File: config.mk
export PLATFORM = sky130hd
export DESIGN_NAME = rpc2_ctrl_axi_wr_data_packer
export DESIGN_NICKNAME = d
export VERILOG_FILES = /design/src/rtl/rpc2_ctrl_axi_wr_data_packer.sv
export SDC_FILE = /design/constraint.sdc
export NUM_CORES = 1
export LEC_CHECK = 0
export ABC_AREA = 0
export BUFFER_PORTS_ARGS = -buffer_cell sky130_fd_sc_hd__buf_2
export CORE_MARGIN = 10
export CORE_UTILIZATION = 45
export CTS_BUF_LIST = sky130_fd_sc_hd__clkbuf_8 sky130_fd_sc_hd__clkbuf_16
export CTS_CLUSTER_DIAMETER = 150
export CTS_CLUSTER_SIZE = 28
export DETAILED_ROUTE_END_ITERATION = 6
export PLACE_DENSITY_LB_ADDON = 0.05
export SYNTH_ARGS = -nofsm -noshare
export SYNTH_HDL_FRONTEND = slang
export SYNTH_SLANG_ARGS = --single-unit
File: constraint.sdc
create_clock -name clk -period 2.68 [get_ports clk]
set_input_delay 0.268 -clock clk [delete_from_list [all_inputs] [get_ports clk]]
set_output_delay 0.268 -clock clk [all_outputs]
set_load 0.02 [all_outputs]
File: src/rtl/rpc2_ctrl_axi_wr_data_packer.sv
// AXI W-channel front end: packs narrow/unaligned beats into {valid, strb, data}
// words for the WDAT FIFO, tracks burst length against WLAST and drains bad bursts.
module rpc2_ctrl_axi_wr_data_packer #(
   parameter int unsigned C_AXI_DATA_WIDTH     = 32,
   parameter int unsigned C_AXI_LEN_WIDTH      = 8,
   parameter int unsigned WDAT_FIFO_DATA_WIDTH = C_AXI_DATA_WIDTH + 2 * (C_AXI_DATA_WIDTH / 8)
) (
   input  logic                                  clk,
   input  logic                                  reset_n,
   input  logic                                  cmd_valid,
   output logic                                  cmd_ready,
   input  logic [C_AXI_LEN_WIDTH-1:0]            cmd_len,
   input  logic [2:0]                            cmd_size,
   input  logic                                  cmd_fixed,
   input  logic [$clog2(C_AXI_DATA_WIDTH/8)-1:0] cmd_addr,
   input  logic [C_AXI_DATA_WIDTH-1:0]           AXI_WDATA,
   input  logic [C_AXI_DATA_WIDTH/8-1:0]         AXI_WSTRB,
   input  logic                                  AXI_WLAST,
   input  logic                                  AXI_WVALID,
   output logic                                  AXI_WREADY,
   input  logic                                  wdat_full,
   output logic                                  wdat_wr_en,
   output logic [WDAT_FIFO_DATA_WIDTH-1:0]       wdat_din,
   output logic                                  wready_done,
   output logic                                  wlast_err
);

   localparam int unsigned DW = C_AXI_DATA_WIDTH;
   localparam int unsigned NB = DW / 8;
   localparam int unsigned LB = $clog2(NB);
   localparam int unsigned PW = LB + 1;
   localparam int unsigned LW = C_AXI_LEN_WIDTH;
   localparam int unsigned WF = WDAT_FIFO_DATA_WIDTH;

   typedef enum logic [1:0] {ST_IDLE, ST_DATA, ST_DRAIN} state_e;

   state_e          state_q, state_d;
   logic [LW-1:0]   len_q, len_d, beat_cnt_q, beat_cnt_d;
   logic            fixed_q, fixed_d;
   logic [2:0]      esz_q, esz_d;
   logic [LB-1:0]   ptr_q, ptr_d;
   logic [NB-1:0]   acc_valid_q, acc_valid_d, acc_strb_q, acc_strb_d;
   logic [DW-1:0]   acc_data_q, acc_data_d;
   logic [NB-1:0]   out_valid_q, out_valid_d, out_strb_q, out_strb_d;
   logic [DW-1:0]   out_data_q, out_data_d;
   logic            out_v_q, out_v_d;

   logic            wready, beat_acc, data_beat, final_beat, emit, push;
   logic [2:0]      esz_in;
   logic [LB-1:0]   addr_mask;
   logic [PW-1:0]   bpb, ptr_end;
   logic [NB-1:0]   lane_m, mrg_valid, mrg_strb;
   logic [DW-1:0]   mrg_data;

   always_ff @(posedge clk or negedge reset_n) begin
      if (!reset_n) state_q <= ST_IDLE;
      else          state_q <= state_d;
   end

   always_comb begin
      state_d = state_q;
      case (state_q)
         ST_IDLE:  if (cmd_valid) state_d = ST_DATA;
         ST_DATA:  if (data_beat && (AXI_WLAST || final_beat))
                      state_d = AXI_WLAST ? ST_IDLE : ST_DRAIN;
         ST_DRAIN: if (beat_acc && AXI_WLAST) state_d = ST_IDLE;
         default:  state_d = ST_IDLE;
      endcase
   end

   // Handshakes and burst-termination flags
   always_comb begin
      cmd_ready = 1'b0;
      wready    = 1'b0;
      case (state_q)
         ST_IDLE:  cmd_ready = 1'b1;
         ST_DATA:  wready    = ~out_v_q | ~wdat_full;
         ST_DRAIN: wready    = 1'b1;
         default:  ;
      endcase
      beat_acc    = AXI_WVALID & wready;
      data_beat   = beat_acc & (state_q == ST_DATA);
      final_beat  = (beat_cnt_q == len_q);
      emit        = data_beat & (fixed_q | (ptr_end == PW'(NB)) | final_beat | AXI_WLAST);
      wready_done = data_beat & (final_beat | AXI_WLAST);
      wlast_err   = data_beat & (final_beat ^ AXI_WLAST);
   end

   assign push       = out_v_q & ~wdat_full;
   assign AXI_WREADY = wready;
   assign wdat_wr_en = push;
   assign wdat_din   = WF'({out_valid_q, out_strb_q, out_data_q});

   // Lane selection and merge of the current beat into the accumulator
   always_comb begin
      esz_in    = (cmd_size > 3'(LB)) ? 3'(LB) : cmd_size;
      addr_mask = LB'((PW'(1) << esz_in) - PW'(1));
      bpb       = PW'(1) << esz_q;
      ptr_end   = PW'(ptr_q) + bpb;
      lane_m    = '0;
      mrg_valid = acc_valid_q;
      mrg_strb  = acc_strb_q;
      mrg_data  = acc_data_q;
      for (int unsigned i = 0; i < NB; i++) begin
         lane_m[i]    = (PW'(i) >= PW'(ptr_q)) && (PW'(i) < ptr_end);
         mrg_valid[i] = acc_valid_q[i] | lane_m[i];
         mrg_strb[i]  = acc_strb_q[i] | (lane_m[i] & AXI_WSTRB[i]);
         if (lane_m[i] && AXI_WSTRB[i]) mrg_data[8*i +: 8] = AXI_WDATA[8*i +: 8];
      end
   end

   always_comb begin
      len_d       = len_q;
      beat_cnt_d  = beat_cnt_q;
      fixed_d     = fixed_q;
      esz_d       = esz_q;
      ptr_d       = ptr_q;
      acc_valid_d = acc_valid_q;
      acc_strb_d  = acc_strb_q;
      acc_data_d  = acc_data_q;
      out_valid_d = out_valid_q;
      out_strb_d  = out_strb_q;
      out_data_d  = out_data_q;
      out_v_d     = out_v_q;
      if (push) out_v_d = 1'b0;
      if (state_q == ST_IDLE && cmd_valid) begin
         len_d      = cmd_len;
         fixed_d    = cmd_fixed;
         esz_d      = esz_in;
         ptr_d      = cmd_addr & ~addr_mask;
         beat_cnt_d = '0;
      end
      if (data_beat) begin
         if (emit) begin
            out_valid_d = mrg_valid;
            out_strb_d  = mrg_strb;
            out_data_d  = mrg_data;
            out_v_d     = 1'b1;
            acc_valid_d = '0;
            acc_strb_d  = '0;
            acc_data_d  = '0;
         end else begin
            acc_valid_d = mrg_valid;
            acc_strb_d  = mrg_strb;
            acc_data_d  = mrg_data;
         end
         if (!fixed_q) ptr_d = LB'(ptr_end);
         beat_cnt_d = beat_cnt_q + LW'(1);
      end
   end

   always_ff @(posedge clk or negedge reset_n) begin
      if (!reset_n) begin
         len_q       <= '0;
         beat_cnt_q  <= '0;
         fixed_q     <= 1'b0;
         esz_q       <= '0;
         ptr_q       <= '0;
         acc_valid_q <= '0;
         acc_strb_q  <= '0;
         acc_data_q  <= '0;
         out_valid_q <= '0;
         out_strb_q  <= '0;
         out_data_q  <= '0;
         out_v_q     <= 1'b0;
      end else begin
         len_q       <= len_d;
         beat_cnt_q  <= beat_cnt_d;
         fixed_q     <= fixed_d;
         esz_q       <= esz_d;
         ptr_q       <= ptr_d;
         acc_valid_q <= acc_valid_d;
         acc_strb_q  <= acc_strb_d;
         acc_data_q  <= acc_data_d;
         out_valid_q <= out_valid_d;
         out_strb_q  <= out_strb_d;
         out_data_q  <= out_data_d;
         out_v_q     <= out_v_d;
      end
   end

endmodule

# After elaboration in Yosys (flattened, before gate mapping)
# Cells that the tools add are included.
# Widths: inputs -> output; s select.
# classes
addsub	3
n_lt_le_gt_ge	8
eq_ne	7
shifts	2
mux	23
bitwise_logic	28
reduce_logical	15
# ops
cell	count
$mux 8	6
$mux 32	1
$mux 2	7
$or 1x1->1	13
$and 1x1->1	10
$logic_and 1x1->1	10
$add 8x1->8 const B	1
$eq 8x8->1	1
$mux 4	2
$lt 1x3->1 const A	2
$lt 2x3->1 const A	2
$ne 2x2->1 const B	3
$pmux 2 s3	1
$ge 1x2->1 const A	2
$mux 1	4
$add 2x3->3	1
$eq 3x3->1 const B	1
$gt 3x2->1 const B	1
$mux 3	1
$reduce_and 3->1	1
$shl 1x3->2 const A	1
$shl 1x3->3 const A	1
$and 2x2->2	1
$eq 2x1->1 const B	1
11 further kinds	12
# totals
reg_bits	105
in_bits	56
wordCells	99

# Depth between registers and ports, before layout
# depth
depth_word	9
depth_mapped	10
ltp_nobuf	9

# Worst setup path after synthesis
# OpenSTA, ideal clock, no wires.
# synth_timing
path_type	reg-to-reg
startpoint	register esz_q[0]
endpoint	register out_data_q[22]
t_arrival_ps	2573
required_ps	2555
setup_slack_ps	-17
stages_incl_launch_ff	10
path_buffers	1
cell_sequence	dfrtp_1 nor3_1 ha_1 inv_1 fa_1 nand2b_1 a221o_2 buf_6 mux2_1 mux2_2
# synth_via
elab_chain_cells	8
elab_cells_between_ends	12
cone_classes	1 x add/sub; 1 x order compare; 1 x eq/ne; 1 x shift; 1 x mux; 4 x bitwise; 3 x reduce/logical
# synth_lines
item	line	rtl
start, declared	40	logic [2:0] esz_q, esz_d;
start signal, assigned	170	esz_q <= esz_d;
$shl 1x3->3 *	98	bpb = PW'(1) << esz_q;
$add 2x3->3 *	99	ptr_end = PW'(ptr_q) + bpb;
$eq 3x3->1	84	emit = data_beat & (fixed_q | (ptr_end == PW'(NB)) | final_beat | AXI_WLAST);
$or 1x1->1 (3 in series)	84	
$and 1x1->1	84	
$reduce_and 2->1 (no source line)	--	
end signal, assigned	177	out_data_q <= out_data_d;
end, declared	45	logic [DW-1:0] out_data_q, out_data_d;
# Mark *: on every way between the ends. The rest lies on a longest branch, timed or not.
# A chain may end at the register's enable or synchronous reset.

# Final worst setup path
# layout_timing
startpoint	register esz_q[1]
endpoint	register out_data_q[6]
# The elaborated chain is that of the path after synthesis.

==> results.json <==
{
  "status": "completed",
  "ys_seq_elements": 105,
  "worst_pin_slew_ps": 499,
  "core_um2": 10800,
  "grt_pass1_vias": 3678,
  "start_kind": "flip-flop",
  "gr-usage-all-layers_pct": 14.7,
  "ys_types": 53,
  "ios": 101,
  "via_per_inst": 5.30,
  "area_growth_pct": 22.5,
  "antenna_found_initial": 2,
  "rsz0062_at_grt": "yes",
  "syn_nets": 447,
  "critPathRequiredTime_ps": 2940,
  "power.density_nw_per_um2": 1140,
  "start_util_pct": 45.8,
  "setup_viol": 0,
  "layout_setup_ws_ps": 60.2,
  "drc": 0,
  "fmax_mhz": 382,
  "seq_area_frac_synth_pct": 53.2,
  "min_from": "cmd_len[2]",
  "post_layout_nonfiller_instances": 656,
  "r2r_cells": 9,
  "path_class": "flip-flop to flip-flop",
  "worst_setup_path_end_kind": "flip-flop",
  "drive_gt1_share_pct": 41.2,
  "fin_nets": 574,
  "post-place-ws_ps": -48.9,
  "place_congestion": 0.823,
  "routed_wl_um": 11600,
  "clkTransAtPathRegs_ps": 90,
  "crit_fanout": 10,
  "cts_sinks": 105,
  "vias": 3475,
  "finalMaxSlewViolations": 0,
  "clock_tree.root_cell": "clkbuf_8",
  "min_path_type": "input port to flip-flop",
  "hpwlAfterDp_um": 8490,
  "routedWlPerCell_um": 17.6,
  "ir_drop_mv": 0.558,
  "finalCriticalPeriod_ps": 2620,
  "core.rowCount": 38,
  "ys.warnings.count": 0,
  "reg2reg_from": "esz_q[1]",
  "min_to": "len_q[2]",
  "die_x_um": 125,
  "finalPower_mw": 6.91,
  "p_leak_nw": 3.06,
  "fin_crit_sh_pct": 97.8,
  "syn_inst": 384,
  "drtAntennaViolNets": 0,
  "drt-initial-drc-count": 148,
  "clock_skew_ps": 7.31,
  "hold_depth": 2,
  "grt_pass1_wl_um": 18900,
  "h-tree-depth": 3,
  "hold_viol": 0,
  "arrival_ps": 2880,
  "die_area_um2": 15600,
  "synth.avg_cell_area_um2": 12.9,
  "r2r_setup_slack_ps": 60,
  "synth_top_area_share_pct": 53.2,
  "clk_path_buf_depth": 2,
  "clk_latency_ps": 370,
  "grt_overflow": 0,
  "cts_made_buffers": 9,
  "drv_cap": 0,
  "grt_max_degree": 55,
  "final_cell_mix": "dfrtp_1 (105), buf_2 (99), mux2_2 (42)",
  "rr_endpoint": "out_data_q[6]",
  "yosys-top-cells-area": "dfrtp_1 (53%), mux2_2 (9.6%), mux2_1 (5.9%), a22o_1 (5.9%), mux2_4 (2.4%)",
  "port_buffers": 100,
  "firstDrtPassIters": 4,
  "cts_tree": "built",
  "final_common_cell": "dfrtp_1",
  "maxSlewHeadroom_pct": 66.6,
  "syn_area_um2": 4940,
  "die_y_um": 125,
  "dp.cells": 634,
  "fillers": 935,
  "yosysTopAreaCell": "dfrtp_1"
}
cells in the mapped netlist (all sizes together):
| cell | count |
|---|---|
| xor2 | 9 |
| a31oi | 4 |
| a211o | 1 |
| a311oi | 1 |
| a31o | 1 |
| and2 | 2 |
| o2111ai | 1 |
| clkbuf | 5 |
| and4 | 1 |
| nand3 | 3 |
| o31ai | 1 |
| nand2 | 14 |
| a22o | 33 |
| nor3b | 1 |
| nor3 | 3 |
| a22oi | 2 |
| ha | 6 |
| xnor2 | 2 |
| and3 | 5 |
| a221oi | 2 |
| nor2 | 25 |
| o211ai | 1 |
| a221o | 1 |
| nor2b | 3 |
| mux2i | 6 |
| a21boi | 1 |
| o21ai | 15 |
| dfrtp | 105 |
| mux2 | 76 |
| nor4 | 5 |
| a211oi | 2 |
| fa | 1 |
| nand2b | 6 |
| inv | 13 |
| a21oi | 14 |
| a21o | 1 |
| nand4 | 2 |
| buf | 8 |
| o2111a | 1 |
| o21ba | 1 |
worst max-delay path by stage:
stage / from / endpoint / slack [ps] / cells after the start
2_1_floorplan: esz_q[0] / out_data_q[0] / 30 / 8
3_3_place_gp: esz_q[1] / acc_data_q[20] / 20 / 9
3_5_place_dp: esz_q[1] / acc_data_q[19] / -50 / 9
4_1_cts: esz_q[1] / acc_data_q[14] / 20 / 9
5_1_grt: esz_q[1] / out_data_q[6] / -20 / 9
6_report: esz_q[1] / out_data_q[6] / 60 / 9
kinds of logic (layout without fill, tap and decap cells):
group | count (synthesis) | count (layout) | share of synthesized area (%)
flip-flops | 105 | 105 | 53.2
multiplexers | 82 | 82 | 19.2
other | 0 | 2 | 0
AO/OA/AOI/OAI | 83 | 84 | 13.0
XOR/XNOR | 11 | 11 | 2.26
adder cells (fa/ha/maj) | 7 | 7 | 1.93
buffers and inverters | 26 | 155 | 2.51
AND/OR/NAND/NOR | 70 | 70 | 7.96
final cells by class:
cell class	instances	area (um^2)	share of cell area, %
sequential	105	2630	43.4
multi-input combinational	254	2250	37.2
timing repair buffer	128	778	12.9
tap	140	175	2.89
clock buffer	11	151	2.50
inverter	13	48.8	0.806
clock inverter	3	11.3	0.186
antenna	2	5.00	0.0827
critical path, stage by stage, from the launching register on:
cell and delay (ps):
dfrtp_1 400, nor3_2 180, ha_1 160, inv_1 50, fa_2 580, nand2b_1 90, o211ai_2 230, buf_12 160
mux2_2 330, mux2_1 300
metrics by stage:
stage	util (%)	setup TNS, ps	hold slack, ps	instance area (um^2)
after detailed placement	53.6	-277	145	5790
final	56.1	0	115	6050
after floorplan	-	0	-27.6	4940
after global routing	56.0	-48.2	98.1	6050
after CTS	55.5	0	93.8	5990
after global placement	53.6	0	149	5790
layer usage:
metal	global-route usage [%]	vias up	share of wire, %
li1	-	1666	-
met4	3.77	0	0.86
met3	5.40	9	5.6
met1	18.7	1722	47
met5	0	-	0
met2	23.1	78	47
state kept, by name, summed over array words and instances, names as in the netlist, 4 cells and up:
signal / count
acc_data_q: 32
out_data_q: 32
beat_cnt_q: 8
len_q: 8
acc_strb_q: 4
acc_valid_q: 4
out_strb_q: 4
out_valid_q: 4
repair_timing:
item,CTS,global route
pin swaps,2,6
cloned,1,0
gates resized for setup,1,7
setup endpoints to repair,14,62
endpoints found under the hold margin,14,0
setup buffers,2,2
hold buffers,1,0
where the power goes:
group          internal [mW]  switching (mW)  leakage, nW
sequential              2.18           0.353         1.38
clock                  0.369           0.495       0.0951
combinational           1.65            1.86         1.59
total                   4.20            2.71         3.06
(Power assumes the default switching activity.)
